**src/rtl/song_player_ctrl.sv**
```systemverilog
// Song ROM fetch/decode/dispatch controller: notes to the tone sequencer, light commands, one loop level.
// Optional: define PLAYER_PAUSE_EN to add the pause input and the PAUSED state.
module song_player_ctrl #(
    parameter int ADDR   = 8,
    parameter int LOOP_W = 8
) (
    input  logic            CLK,
    input  logic            RST,
    input  logic            start,
    input  logic            start_mode,
    input  logic            stop,
`ifdef PLAYER_PAUSE_EN
    input  logic            pause,
`endif
    output logic [ADDR-1:0] rom_addr,
    input  logic [11:0]     rom_data,
    output logic [11:0]     seq_cmd,
    output logic            seq_mode,
    output logic            seq_start,
    input  logic            seq_busy,
    output logic            light_on,
    output logic [1:0]      light_sel,
    output logic            playing,
    output logic            loop_err
);

    typedef enum logic [2:0] {
        S_IDLE,
        S_FETCH,
        S_DECODE,
        S_ACK,
        S_DONE
`ifdef PLAYER_PAUSE_EN
        , S_PAUSED
`endif
    } state_t;

    state_t              r_state,     w_state;
    logic [ADDR-1:0]     r_rom_addr,  w_rom_addr;
    logic [ADDR-1:0]     r_loop_base, w_loop_base;
    logic [LOOP_W-1:0]   r_loop_cnt,  w_loop_cnt;
    logic [11:0]         r_seq_cmd,   w_seq_cmd;
    logic                r_seq_mode,  w_seq_mode;
    logic                r_seq_start, w_seq_start;
    logic                r_light_on,  w_light_on;
    logic [1:0]          r_light_sel, w_light_sel;
    logic                r_loop_err,  w_loop_err;
    logic                r_loop_open, w_loop_open;
    logic [ADDR-1:0]     w_rom_inc;
    state_t              w_resume_state;

    // Address arithmetic wraps at 2^ADDR silently.
    assign w_rom_inc = r_rom_addr + ADDR'(1);

    // Where the player goes after a non-note command or a finished note.
`ifdef PLAYER_PAUSE_EN
    assign w_resume_state = pause ? S_PAUSED : S_FETCH;
`else
    assign w_resume_state = S_FETCH;
`endif

    always_comb begin
        // NOTE: every next-state value gets a default before the case so no path leaves it unassigned (no latches).
        w_state     = r_state;
        w_rom_addr  = r_rom_addr;
        w_loop_base = r_loop_base;
        w_loop_cnt  = r_loop_cnt;
        w_seq_cmd   = r_seq_cmd;
        w_seq_mode  = r_seq_mode;
        w_seq_start = 1'b0;
        w_light_on  = r_light_on;
        w_light_sel = r_light_sel;
        w_loop_err  = r_loop_err;
        w_loop_open = r_loop_open;

        if (r_state != S_IDLE && stop) begin
            // Abort wins over any decode action; address and command are kept.
            w_state    = S_IDLE;
            w_light_on = 1'b0;
        end else begin
            case (r_state)
                S_IDLE: begin
                    if (start) begin
                        w_state     = S_FETCH;
                        w_seq_mode  = start_mode;
                        w_loop_err  = 1'b0;
                        w_loop_open = 1'b0;
                        w_rom_addr  = '0;
                    end
                end
                S_FETCH: w_state = S_DECODE;
                S_DECODE: begin
                    if (rom_data == 12'hFFF) begin
                        w_light_on = 1'b0;
                        w_state    = S_IDLE;
                    end else begin
                        case (rom_data[11:10])
                            2'b00: begin
                                w_seq_cmd   = rom_data;
                                w_seq_start = 1'b1;
                                w_state     = S_ACK;
                            end
                            2'b01: begin
                                w_light_on  = 1'b1;
                                w_light_sel = rom_data[1:0];
                                w_rom_addr  = w_rom_inc;
                                w_state     = w_resume_state;
                            end
                            2'b10: begin
                                if (r_loop_open) begin
                                    w_loop_err = 1'b1;
                                end else begin
                                    w_loop_base = w_rom_inc;
                                    w_loop_cnt  = rom_data[LOOP_W-1:0];
                                    w_loop_open = 1'b1;
                                end
                                w_rom_addr = w_rom_inc;
                                w_state    = w_resume_state;
                            end
                            default: begin
                                if (!r_loop_open) begin
                                    w_loop_err = 1'b1;
                                    w_rom_addr = w_rom_inc;
                                end else if (r_loop_cnt != '0) begin
                                    w_loop_cnt = r_loop_cnt - LOOP_W'(1);
                                    w_rom_addr = r_loop_base;
                                end else begin
                                    w_loop_open = 1'b0;
                                    w_rom_addr  = w_rom_inc;
                                end
                                w_state = w_resume_state;
                            end
                        endcase
                    end
                end
                S_ACK: begin
                    if (seq_busy) w_state = S_DONE;
                end
                S_DONE: begin
                    if (!seq_busy) begin
                        w_light_on = 1'b0;
                        w_rom_addr = w_rom_inc;
                        w_state    = w_resume_state;
                    end
                end
`ifdef PLAYER_PAUSE_EN
                S_PAUSED: begin
                    if (!pause) w_state = S_FETCH;
                end
`endif
                default: w_state = S_IDLE;
            endcase
        end
    end

    always_ff @(posedge CLK) begin
        if (RST) begin
            r_state     <= S_IDLE;
            r_rom_addr  <= '0;
            r_loop_base <= '0;
            r_loop_cnt  <= '0;
            r_seq_cmd   <= '0;
            r_seq_mode  <= 1'b0;
            r_seq_start <= 1'b0;
            r_light_on  <= 1'b0;
            r_light_sel <= '0;
            r_loop_err  <= 1'b0;
            r_loop_open <= 1'b0;
        end else begin
            // NOTE: non-blocking assignments so every register samples the pre-edge values.
            r_state     <= w_state;
            r_rom_addr  <= w_rom_addr;
            r_loop_base <= w_loop_base;
            r_loop_cnt  <= w_loop_cnt;
            r_seq_cmd   <= w_seq_cmd;
            r_seq_mode  <= w_seq_mode;
            r_seq_start <= w_seq_start;
            r_light_on  <= w_light_on;
            r_light_sel <= w_light_sel;
            r_loop_err  <= w_loop_err;
            r_loop_open <= w_loop_open;
        end
    end

    assign rom_addr  = r_rom_addr;
    assign seq_cmd   = r_seq_cmd;
    assign seq_mode  = r_seq_mode;
    assign seq_start = r_seq_start;
    assign light_on  = r_light_on;
    assign light_sel = r_light_sel;
    assign loop_err  = r_loop_err;
    assign playing   = (r_state != S_IDLE);

endmodule

```
**config.mk**
```make
export PLATFORM = sky130hd
export DESIGN_NAME = song_player_ctrl
export DESIGN_NICKNAME = d
export VERILOG_FILES = /design/src/rtl/song_player_ctrl.sv
export SDC_FILE = /design/constraint.sdc
export NUM_CORES = 1
export LEC_CHECK = 0
export ABC_AREA = 1
export CAP_MARGIN = 10
export CORE_MARGIN = 2
export CORE_UTILIZATION = 42
export DETAILED_ROUTE_END_ITERATION = 10
export PLACE_DENSITY = 0.73
export SYNTH_ARGS = -nofsm -noshare
export SYNTH_HDL_FRONTEND = slang
export SYNTH_SLANG_ARGS = --single-unit
```
**constraint.sdc**
```tcl
create_clock -name CLK -period 1.6 [get_ports CLK]
set_input_delay 0.16 -clock CLK [delete_from_list [all_inputs] [get_ports CLK]]
set_output_delay 0.16 -clock CLK [all_outputs]
set_load 0.02 [all_outputs]
```
==> flow_metrics.tcl <==
set metrics [dict create \
    fin_tns_setup_ns 0 \
    fillers 530 \
    dieHeight_um 83.5 \
    portBuffers 44 \
    vdd_drop_max_v 0.000569 \
    coreArea_mm2 0.00603 \
    synth_area_mm2 0.00265 \
    area_growth_pct 44.7 \
    routedWlPerCell_um 12.3 \
    insertedDiodeCount 0 \
    ant_nets 0 \
    cp.depth 1 \
    cp-endpoint "rom_addr[4]" \
    cpPeakStageDelay_ns 0.64 \
    period_needed_ns 1.54 \
    yosys_warnings 0 \
    cts_hold_buffers 0 \
    grt_max_degree 37 \
    dp_hpwl_um 5410 \
    cap_violations 0 \
    gp_congestion 0.944 \
    p_sw_frac 0.370 \
    crit_type "flop to primary output" \
    synth-compound-area-share 0.120 \
    status "finished, final reports clean" \
    viasPerCell 4.98 \
    ios 45 \
    relSlewSlack 0.798 \
    worst-r2r-setup-slack_ns 0.10 \
    first_iter_violations 186 \
    htree_levels 2 \
    final_area_mm2 0.00384 \
    grt_pass1_wl_um 12200 \
    final_core_util 0.637 \
    clock_path_buffers 2 \
    crit_buf_inv 1 \
    netlist-cell-type-count 36 \
    period_share 0.964 \
    setup_viol 0 \
    layout.area.seq_um2 930 \
    muxShareOfSynthArea 0.00378 \
    cts_buffers 5 \
    critPathMaxFanout 6 \
    p_sw_mw 1.36 \
    crit_slowest_cell "clkdlybuf4s50_1" \
    reg2reg_from "r_loop_cnt[0]$_SDFFE_PP0P_" \
    first_pass_iters 4 \
    clk_pin_slew_ns 0.09 \
    fin_skew_ns 0.0118 \
    worstMarginPinSlew_ns 0.302 \
    post_dp_cell_area_mm2 0.00356 \
    worstPathRequired_ns 1.44 \
    ys_seq_area_frac 0.347 \
    rr_endpoint "rom_addr[3]$_SDFFE_PP0P_" \
    endpoint_kind "primary output" \
    drc 0 \
    initial_utilization 0.440 \
    multi_input_area_mm2 0.00157 \
    arrival_ns 1.38 \
    comb_power_share 0.422 \
    leakagePower_nw 1.67 \
    drive_gt1_frac 0.226 \
    synthSimpleGateAreaFrac 0.387 \
    postSynthAreaPerCell_um2 6.34 \
    final_max_slew_viol_count 0 \
    hp-class "primary input to flop" \
    yosys.area_share.adder 0.0283 \
    worst_r2r_path_depth 12 \
    p_clk_frac 0.204 \
    cts_tree "built" \
    grt_pass1_vias 2738 \
    drt-total-wl_um 7250 \
    crit_path_start_kind "flop" \
    clock-sinks 46 \
    holdWs_ns 0.303 \
    crit_start "rom_addr[4]$_SDFFE_PP0P_" \
    rsz0062_at_grt "true" \
    dieArea_mm2 0.00696 \
    fmax_mhz 648 \
    p_per_area_mw_per_mm2 955 \
    crit_chain "clkdlybuf4s50_1" \
    synth_top_family_by_area "simple AND/OR/NAND/NOR gates" \
    layout.cells.non_filler 589 \
    antenna_found_initial 0 \
    synth_xor_area_frac 0.0132 \
    yosys_register_bits 46 \
    internal_power_mw 2.31 \
    route.vias.total 2932 \
    grt_overflow 0 \
    row_count 28 \
    grt_usage 0.210 \
    clk_latency_ns 0.30 \
    postSynthCellCount 418 \
    clock-root-buffer "clkbuf_8" \
    final_nets 537 \
    dp.cells 575 \
    fp.dieW_um 83.5 \
    finalHoldViolations 0 \
    cp_top_family "buffers and inverters" \
    seq_power_share 0.373 \
    synth.net_count 442 \
]
power by group through the flow:
stage	combinational [mW]	clock, mW	sequential [mW]
after detailed placement	1.49	0	1.38
after global routing	1.71	0.819	1.39
after global placement	1.47	0	1.38
after CTS	1.50	0.777	1.36
after floorplan	0.778	0	1.48
final	1.55	0.748	1.37
state kept, by name, summed over array words and instances, names as in the netlist:
name         cells
seq_start        1
rom_addr         8
r_loop_cnt       8
loop_err         1
r_loop_open      1
light_on         1
r_state          3
light_sel        2
r_loop_base      8
seq_mode         1
seq_cmd         12
cell families (layout without fill, tap and decap cells):
kind of cell	Yosys count	in the layout
compound gates	60	60
xor+xnor	4	4
fa+ha+maj	6	6
buf+inv	65	161
flops	46	46
mux	1	1
simple gates	236	236
placed cells by master (no fill, tap or decap), types with 3 or more instances in the layout:
master,count
xor2_1,4
clkdlybuf4s50_1,41
nand2_2,6
inv_2,6
buf_4,48
dfxtp_2,7
clkbuf_8,6
nand3_2,4
nor2_1,78
o21ai_0,22
inv_1,45
nand2_4,3
a21oi_1,23
nand2_1,90
nand4_1,5
nand3_1,31
nor2_4,9
o21ai_1,8
dfxtp_1,39
buf_12,6
ha_2,3
nor2_2,4
stage by stage:
step | setup WS [ns] | total power, mW
2_1_floorplan | 0.0771 | 2.26
3_3_place_gp | -0.322 | 2.85
3_5_place_dp | -0.386 | 2.88
4_1_cts | 0.00866 | 3.64
5_1_grt | -0.00950 | 3.92
6_report | 0.0579 | 3.67
how the worst min path moves through the flow:
stage	start	to	cells past startpoint
floorplan	RST	r_loop_open$_SDFFE_PP0P_	1
global placement	loop_err$_SDFFE_PP0P_	loop_err$_SDFFE_PP0P_	2
detailed placement	loop_err$_SDFFE_PP0P_	loop_err$_SDFFE_PP0P_	2
CTS	start_mode	seq_mode$_SDFFE_PP0P_	3
global route	rom_data[10]	seq_cmd[10]$_SDFFE_PP0P_	4
finish	rom_data[10]	seq_cmd[10]$_SDFFE_PP0P_	4
layer usage:
metal	GRT usage	part of all wire	vias up
li1	-	-	1510
met5	0	0	-
met1	0.266	0.45	1321
met3	0.0396	0.057	19
met2	0.362	0.47	82
met4	0.0645	0.026	0
final cells by class:
class,count,share of cell area
clock buffers,6,0.0215
clock inverters,2,0.00326
inverters,53,0.0535
multi-input cells,307,0.410
flip-flops and latches,46,0.242
well taps,75,0.0245
repair buffers,100,0.245
cell usage after synthesis:
cell	n	area (um^2)
a21oi_2	1	8.76
ha_1	6	75.1
o21ai_1	5	25.0
inv_1	47	176
buf_1	2	7.51
nor3_4	1	16.3
nor2_1	87	327
o21bai_1	1	7.51
o31ai_1	1	7.51
nand2_1	92	345
xor2_1	4	35.0
nor3_1	1	5.00
clkbuf_1	4	15.0
o21ai_0	25	125
a21oi_1	23	115
dfxtp_1	46	921
buf_4	1	7.51
nand2_4	2	22.5
a31o_2	1	8.76
nand3b_1	1	7.51
or2_4	1	8.76
nand3_2	2	20.0
nand4_1	5	31.3
buf_6	2	22.5
buf_2	3	15.0
inv_2	5	18.8
nor2_4	2	22.5
a31oi_1	1	6.26
nor2_2	2	12.5
clkinv_1	1	3.75
nand3_1	34	170
nand2_2	5	31.3
o22ai_1	1	6.26
or2_2	1	6.26
a21boi_0	1	7.51
mux2i_1	1	10.0
repair_timing:
action | in CTS | in global routing
gates cloned | 1 | 0
setup buffers | 1 | 4
pin swaps | 2 | 8
setup endpoints to repair | 17 | 42
gates resized for setup | 11 | 40
Power figures use the tool's default switching activity.
